[src/rtl/pe_pkg.sv]
// Shared types and constants for the CGRA PE slice: opcodes, crossbar sources, config field map.
package pe_pkg;

   typedef enum logic [3:0] {
      OP_ADD   = 4'd0,
      OP_SUB   = 4'd1,
      OP_MUL   = 4'd2,
      OP_AND   = 4'd3,
      OP_OR    = 4'd4,
      OP_XOR   = 4'd5,
      OP_SHL   = 4'd6,
      OP_SHR   = 4'd7,
      OP_SRA   = 4'd8,
      OP_EQ    = 4'd9,
      OP_LT    = 4'd10,
      OP_LTU   = 4'd11,
      OP_PASSA = 4'd12,
      OP_PASSB = 4'd13,
      OP_NOT   = 4'd14,
      OP_ZERO  = 4'd15
   } op_e;

   localparam logic [1:0] SRC_IN0 = 2'd0;
   localparam logic [1:0] SRC_IN1 = 2'd1;
   localparam logic [1:0] SRC_IN2 = 2'd2;
   localparam logic [1:0] SRC_ALU = 2'd3;

   localparam int unsigned CFG_W     = 13;
   localparam int unsigned OP_LSB    = 0;
   localparam int unsigned OP_W      = 4;
   localparam int unsigned OSEL_BIT  = 4;
   localparam int unsigned XSEL_W    = 2;
   localparam int unsigned XSEL0_LSB = 5;
   localparam int unsigned XB_N      = 4;

   // Bit offset of the select field for crossbar output k.
   function automatic int unsigned xsel_lsb(input int unsigned k);
      return XSEL0_LSB + k * XSEL_W;
   endfunction

endpackage

[src/rtl/pe_alu.sv]
// Combinational two-operand ALU for the PE slice.
// Opcode 2 multiplies only when PE_MUL_EN is defined; otherwise it yields zero.
module pe_alu
   import pe_pkg::*;
#(
   parameter int unsigned W = 32
) (
   input  op_e          op_i,
   input  logic [W-1:0] a_i,
   input  logic [W-1:0] b_i,
   output logic [W-1:0] y_o
);

   localparam int unsigned SHW = $clog2(W);

   logic [SHW-1:0] sh;
   assign sh = b_i[SHW-1:0];

   always_comb begin
      y_o = '0;
      case (op_i)
         OP_ADD:   y_o = a_i + b_i;
         OP_SUB:   y_o = a_i - b_i;
`ifdef PE_MUL_EN
         OP_MUL:   y_o = a_i * b_i;
`else
         OP_MUL:   y_o = '0;
`endif
         OP_AND:   y_o = a_i & b_i;
         OP_OR:    y_o = a_i | b_i;
         OP_XOR:   y_o = a_i ^ b_i;
         OP_SHL:   y_o = a_i << sh;
         OP_SHR:   y_o = a_i >> sh;
         OP_SRA:   y_o = W'($signed(a_i) >>> sh);
         OP_EQ:    y_o = W'(a_i == b_i);
         OP_LT:    y_o = W'($signed(a_i) < $signed(b_i));
         OP_LTU:   y_o = W'(a_i < b_i);
         OP_PASSA: y_o = a_i;
         OP_PASSB: y_o = b_i;
         OP_NOT:   y_o = ~a_i;
         default:  y_o = '0;
      endcase
   end

endmodule

[src/rtl/pe_alu_xbar.sv]
// CGRA PE slice: 4x4 crossbar into a registered ALU, output selector, 13-bit serial config chain.
// Define PE_MUL_EN to include the multiplier for opcode 2.
module pe_alu_xbar
   import pe_pkg::*;
#(
   parameter int unsigned size = 32
) (
   input  logic            clk,
   input  logic            reset,
   input  logic            config_en,
   input  logic            config_in,
   output logic            config_out,
   input  logic [size-1:0] in0,
   input  logic [size-1:0] in1,
   input  logic [size-1:0] in2,
   output logic [size-1:0] out0,
   output logic [size-1:0] xout2,
   output logic [size-1:0] xout3
);

   logic [CFG_W-1:0] cfg_q;
   logic [size-1:0]  alu_q;
   logic [size-1:0]  alu_d;
   logic [size-1:0]  src [XB_N];
   logic [size-1:0]  xb  [XB_N];
   op_e              op;

   // Config chain and ALU result register; fields act directly, no shadow copy.
   always_ff @(posedge clk) begin
      if (reset) begin
         cfg_q <= '0;
         alu_q <= '0;
      end else begin
         if (config_en) cfg_q <= {cfg_q[CFG_W-2:0], config_in};
         alu_q <= alu_d;
      end
   end

   assign src[SRC_IN0] = in0;
   assign src[SRC_IN1] = in1;
   assign src[SRC_IN2] = in2;
   assign src[SRC_ALU] = alu_q;

   for (genvar k = 0; k < XB_N; k++) begin : g_xbar
      assign xb[k] = src[cfg_q[xsel_lsb(k) +: XSEL_W]];
   end

   assign op = op_e'(cfg_q[OP_LSB +: OP_W]);

   pe_alu #(.W(size)) u_alu (
      .op_i (op),
      .a_i  (xb[0]),
      .b_i  (xb[1]),
      .y_o  (alu_d)
   );

   assign config_out = cfg_q[CFG_W-1];
   assign out0       = cfg_q[OSEL_BIT] ? in2 : alu_q;
   assign xout2      = xb[2];
   assign xout3      = xb[3];

endmodule

[config.mk]
export PLATFORM = sky130hd
export DESIGN_NAME = pe_alu_xbar
export DESIGN_NICKNAME = d
export VERILOG_FILES = /design/src/rtl/pe_pkg.sv /design/src/rtl/pe_alu.sv /design/src/rtl/pe_alu_xbar.sv
export SDC_FILE = /design/constraint.sdc
export NUM_CORES = 1
export LEC_CHECK = 0
export BUFFER_PORTS_ARGS = -buffer_cell sky130_fd_sc_hd__buf_2
export CAP_MARGIN = 20
export CORE_ASPECT_RATIO = 0.75
export CORE_MARGIN = 10
export CORE_UTILIZATION = 45
export CTS_CLUSTER_DIAMETER = 120
export CTS_CLUSTER_SIZE = 10
export DETAILED_ROUTE_END_ITERATION = 8
export HOLD_SLACK_MARGIN = 0.12
export PLACE_DENSITY_LB_ADDON = 0.05
export SYNTH_ARGS = -nofsm -noshare
export SYNTH_HDL_FRONTEND = slang
export SYNTH_HIERARCHICAL = 1
export SYNTH_SLANG_ARGS = --single-unit
[constraint.sdc]
create_clock -name clk -period 13.32 [get_ports clk]
set_input_delay 1.332 -clock clk [delete_from_list [all_inputs] [get_ports clk]]
set_output_delay 1.332 -clock clk [all_outputs]
set_load 0.02 [all_outputs]
==> results.toml, run 1 <==
[layout]
final_cells = 2225
mostFrequentLayoutCells = "buf_2 (196), nor2_1 (185), mux4_2 (152), a21oi_1 (120), nand2_1 (113)"
layout_commonest_cell = "buf_2"
area_growth_pct = 3.88
multiInputGateArea_mm2 = 0.0122
final-seq-area_um2 = 912
final_area_mm2 = 0.0155
final_nets = 1981
nFillCells = 3251
drive_gt1_share_pct = 26.8
final_util_pct = 47.7

[power_and_ir_drop]
cellLeakagePower_nw = 6.13
pwr-share-clk_pct = 19.3
totalPowerFinal_mw = 0.894
ir_drop_v = 0.0000369
switching_power_mw = 0.448
intPower_mw = 0.447
share_seq_of_total_power_pct = 18.5
pwr-share-comb_pct = 62.2
p_sw_share_pct = 50.1
power.density_mw_per_mm2 = 57.7

[placement]
finalWeightedCongestion = 1.01
place_inst = 2212
placed_area_mm2 = 0.0153
place_hpwl_um = 52100
io_buffer_count = 196
preCtsSetupSlack_ns = 7.18

[floorplanning]
placementRows = 57
core_area_mm2 = 0.0325
die-area_mm2 = 0.0409
die_h_um = 178
start_util_pct = 45.9
die_w_um = 230
pin_count = 197

[logic_synthesis]
syn_area_per_cell_um2 = 8.44
synth_top_cell_area_share_pct = 22.6
synth_top_flop_cell = "dfxtp_1"
synth_seq_cells = 45
synth_xor_area_share_pct = 0.176
netlist-cell-type-count = 90
synth-simple-area-share_pct = 16.2
yosysSeqAreaShare_pct = 6.04
synthAdderAreaFrac_pct = 8.65
ys_top_cells_by_area = "mux4_2 (23%), ha_1 (8.4%), dfxtp_1 (6.0%)"
syn_area_mm2 = 0.0149
yosysTopAreaCell = "mux4_2"
yosysWarnings = 6
synth_mux_area_share_pct = 32.7
syn-num-nets = 1970
synth-async-reset-ratio_pct = 0
synth_cells = 1768
synth_top_family_by_area = "multiplexers"
synth_compound_area_share_pct = 23.8
synth_edf_count = 0

[sta]
hold_violations = 0
setup_slack_ns = 7.29
final_max_slew_viol_count = 0
finalCriticalPeriod_ns = 6.03
whs_ns = 0.718
final-setup-viol-count = 0
rsz0062_at_grt = "false"
fin_skew_ns = 0.0143
worst_pin_slew_ns = 1.28
max_freq_ghz = 0.166
setup_tns_ns = 0
post-route-period-util_pct = 45.3
slew-limit-headroom_pct = 13.4

[worst_hold_path]
hold_class = "reg -> reg"

[setup_path]
r2r_slack_ns = 7.35
cp.arrival_ns = 6.26
required_ns = 13.54
cp_max_fo = 54
cp-startpoint = "in2[2]"
reg2regPathDepth = 14
endpoint_kind = "flip-flop"
reg2reg_from = "cfg_q[8]"
cp-start-kind = "input port"
reg2reg_to = "alu_q[27]"
critPathKind = "in -> reg"
crit_path_end = "alu_q[27]"

[global_routing]
grt_max_degree = 69
antenna_found_initial = 4
grt_pass1_vias = 14800
overflow = 0
grt_pass1_wl_um = 101000
track_usage_pct = 32.6

[clock_network]
clockBufferDepth = 2
cts_buffers = 5
post-cts-setup-buffer-count = 0
h-tree-depth = 2
cts_hold_buf = 0
tritoncts = "built"
clock_latency_ns = 0.33
path_clk_slew_ns = 0.08
root_buffer = "clkbuf_16"
cts_resized = 0
clock-sinks = 45

[status]
status = "complete, no violations"

[route]
ant_nets = 0
viasPerCell = 7.16
wl_um = 69200
routed-via-count = 15900
dr.first_iter.drc_count = 2423
wl_per_cell_um = 31.1
drcViolationCount = 0
firstDrtPassIters = 6

[run]
max_cap_viol_count = 0
## flip-flops by register name, indices dropped and copies added, names as in the netlist
name / count
cfg_q: 13
alu_q: 32
## critical path, stage by stage
cell and delay (ns):
buf_2 0.12, mux4_2 0.48, buf_4 0.33, inv_2 0.10
buf_4 0.55, ha_1 0.37, o21ai_0 0.11, o21bai_1 0.31
o41ai_2 0.24, o21a_1 0.32, o41ai_1 1.14, o22ai_1 0.17
a2111o_1 0.44, nor2b_1 0.13
## synthesized netlist by cell type (11+ instances only)
library cell and n:
nand4_1 13, inv_1 92, dfxtp_1 45, mux2i_1 58, a21o_1 14, ha_1 100
mux4_1 18, o221ai_1 14, buf_2 45, a21oi_1 120, buf_4 77, nor3_1 32
nand2b_1 11, a22oi_1 17, o21ai_0 112, mux2_2 39, nand3_1 32, o21bai_1 16
mux4_2 150, nor2b_1 48, o2111ai_1 16, clkbuf_1 73, o31ai_1 13, a211oi_1 28
nand2_1 114, a221oi_1 28, o211ai_1 28, buf_1 14, buf_12 14, nor2_1 187
## cell families (layout without fill, tap and decap cells)
kind of cell    Yosys count  in the layout
mux                     266            266
fa+ha+maj               102            102
flops                    45             45
compound gates          522            522
simple gates            505            505
xor+xnor                  3              3
other cells               0              3
buf+inv                 325            337
## worst min path at each step
stage	from	endpoint	slack, ns	cells after the start
2_1_floorplan	cfg_q[2]	cfg_q[2]	0.50	2
3_3_place_gp	cfg_q[5]	cfg_q[5]	0.70	2
3_5_place_dp	cfg_q[5]	cfg_q[5]	0.71	2
4_1_cts	cfg_q[5]	cfg_q[5]	0.73	2
5_1_grt	cfg_q[5]	cfg_q[5]	0.75	2
6_report	cfg_q[5]	cfg_q[5]	0.72	2
## power by group through the flow
stage	Combinational (mW)	Sequential, mW	Clock [mW]
CTS	0.537	0.165	0.174
floorplan	0.379	0.160	0
global route	0.588	0.168	0.174
finish	0.556	0.165	0.172
global placement	0.534	0.167	0
detailed placement	0.533	0.168	0
## layer usage
metal	track usage [%]	share of wire, %
met5	0	0.032
met4	7.19	2.1
met3	9.19	13
met2	44.7	40
met1	49.1	44
## cell type report
| class | instances | share of cell area [%] |
|---|---|---|
| sequential | 45 | 5.88 |
| multi-input combinational | 1398 | 78.6 |
| inverter | 94 | 2.28 |
| clock buffer | 7 | 0.920 |
| tap | 442 | 3.57 |
| clock inverter | 1 | 0.194 |
| timing repair buffer | 235 | 8.46 |
| antenna | 3 | 0.0484 |
(Power assumes the default switching activity.)
==> run 2, diff against run 1 <==
==> constraint.sdc (replaced) <==
create_clock -name clk -period 5.36 [get_ports clk]
set_input_delay 0.536 -clock clk [delete_from_list [all_inputs] [get_ports clk]]
set_output_delay 0.536 -clock clk [all_outputs]
set_load 0.02 [all_outputs]
==> run 2 against run 1 <==
Effect of this change: sequential power grew to 2.5 times the previous value; combinational power rose to 2.5 times the previous value; clock-buffer cell count is 2 lower; clock power grew to 2.7 times the previous value; sequential cell count unchanged; cell area grew 2.0%; critical endpoint is now alu_q[31]; cell count increased by 1.4%; non-clock buffer count up 34; die area unchanged; critical path depth fell by 1; global-route usage increased by 0.65 points.
==> results.toml, run 2 (synthesized netlist as in run 1, its figures left out) <==
[status]
status = "complete, no violations"

[sta]
setup_slack_ns = 0.374
max_freq_ghz = 0.201
post-route-period-util_pct = 93.0
rsz0062_at_grt = "false"
hold_violations = 0
slew-limit-headroom_pct = 27.6
whs_ns = 0.458
final_max_slew_viol_count = 0
final-setup-viol-count = 0
setup_tns_ns = 0
worst_pin_slew_ns = 1.08
fin_skew_ns = 0.0147
finalCriticalPeriod_ns = 4.99

[layout]
final_util_pct = 48.6
final_nets = 2015
multiInputGateArea_mm2 = 0.0122
nFillCells = 3206
final_area_mm2 = 0.0158
drive_gt1_share_pct = 28.3
final-seq-area_um2 = 912
reg_top3 = "alu_q: 32 flops, cfg_q: 13 flops"
layout_commonest_cell = "buf_2"
regMostFlops = "alu_q"
final_cells = 2257
mostFrequentLayoutCells = "buf_2 (196), nor2_1 (185), mux4_2 (152), a21oi_1 (120), nand2_1 (113)"
largest_reg_flops = 32
area_growth_pct = 5.93

[clock_network]
root_buffer = "clkbuf_16"
clock-sinks = 45
clock_latency_ns = 0.33
post-cts-setup-buffer-count = 0
cts_resized = 0
clockBufferDepth = 2
cts_buffers = 5
path_clk_slew_ns = 0.09
tritoncts = "built"
cts_hold_buf = 0
h-tree-depth = 2

[route]
firstDrtPassIters = 6
wl_per_cell_um = 31.4
wl_um = 71000
ant_nets = 0
drcViolationCount = 0
dr.first_iter.drc_count = 2838
viasPerCell = 7.14
routed-via-count = 16100

[global_routing]
met3_usage_pct = 11.2
overflow = 0
grt_max_degree = 78
track_usage_pct = 33.3
grt_pass1_wl_um = 103000
grt_use_met2_pct = 44.4
busiest_layer = "met1"
antenna_found_initial = 3
grt_pass1_vias = 14800
grtUsageMet1_pct = 50.1

[power_and_ir_drop]
cellLeakagePower_nw = 6.31
totalPowerFinal_mw = 2.30
ir_drop_v = 0.000103
power.density_mw_per_mm2 = 145

[setup_path]
cp_slowest_stage_delay_ns = 0.89
reg2reg_to = "alu_q[31]"
critPathKind = "reg -> reg"
reg2regPathDepth = 13
cp-start-kind = "flip-flop"
cp_max_fo = 9
cp.arrival_ns = 5.25
worstPathCellList = "mux4_1 > inv_1 > ha_1 > o21ba_2 > or4_4 > a21boi_1 > o21a_1 > o21ai_0 > and2_1 > o211a_1 > o31a_1 > o22ai_1 > nor2b_1"
endpoint_kind = "flip-flop"
r2r_slack_ns = 0.37
required_ns = 5.63
reg2reg_from = "cfg_q[5]"
crit_slowest_cell = "mux4_1"

[floorplanning]
placementRows = 57
start_util_pct = 45.9
die_h_um = 178
die-area_mm2 = 0.0409
die_w_um = 230
pin_count = 197
core_area_mm2 = 0.0325

[placement]
io_buffer_count = 196
place_inst = 2246
placed_area_mm2 = 0.0156
preCtsSetupSlack_ns = 0.553
finalWeightedCongestion = 1.06
place_hpwl_um = 54200

[worst_hold_path]
worstHoldStart = "config_in"
hold_class = "in -> reg"
holdPathStages = 3
min_to = "cfg_q[0]"

[run]
max_cap_viol_count = 0
[run 2: critical path, delay by kind of cell (launching register included)]
family	cells	cell delay (ns)
multiplexers	1	0.89
AND/OR/NAND/NOR	3	0.92
adder cells (fa/ha/maj)	1	0.33
buffers and inverters	1	0.30
AO/OA/AOI/OAI	7	1.86
flip-flops	1	0.62
[run 2: worst max path at each step]
| stage | from | to | cells past startpoint |
|---|---|---|---|
| 2_1_floorplan | cfg_q[7] | alu_q[21] | 18 |
| 3_3_place_gp | cfg_q[5] | alu_q[31] | 13 |
| 3_5_place_dp | cfg_q[5] | alu_q[31] | 13 |
| 4_1_cts | cfg_q[5] | alu_q[31] | 13 |
| 5_1_grt | cfg_q[5] | alu_q[31] | 13 |
| 6_report | cfg_q[5] | alu_q[31] | 13 |
[run 2: per-layer routing]
| metal | up-vias | wire length [um] |
|---|---|---|
| met5 | - | 46 |
| met4 | 6 | 1330 |
| met3 | 104 | 10400 |
| met2 | 1209 | 28000 |
| met1 | 7967 | 31100 |
| li1 | 6821 | - |
[run 2: final cells by class]
class | instances | share of cell area (%)
timing repair buffer | 269 | 10.1
antenna | 1 | 0.0158
clock inverter | 3 | 0.412
multi-input combinational | 1398 | 77.1
clock buffer | 5 | 0.792
tap | 442 | 3.50
inverter | 94 | 2.23
sequential | 45 | 5.77
[run 2: report_power, final]
part           switching, mW  internal [mW]
combinational          0.886          0.526
clock                  0.202          0.269
sequential            0.0485          0.367
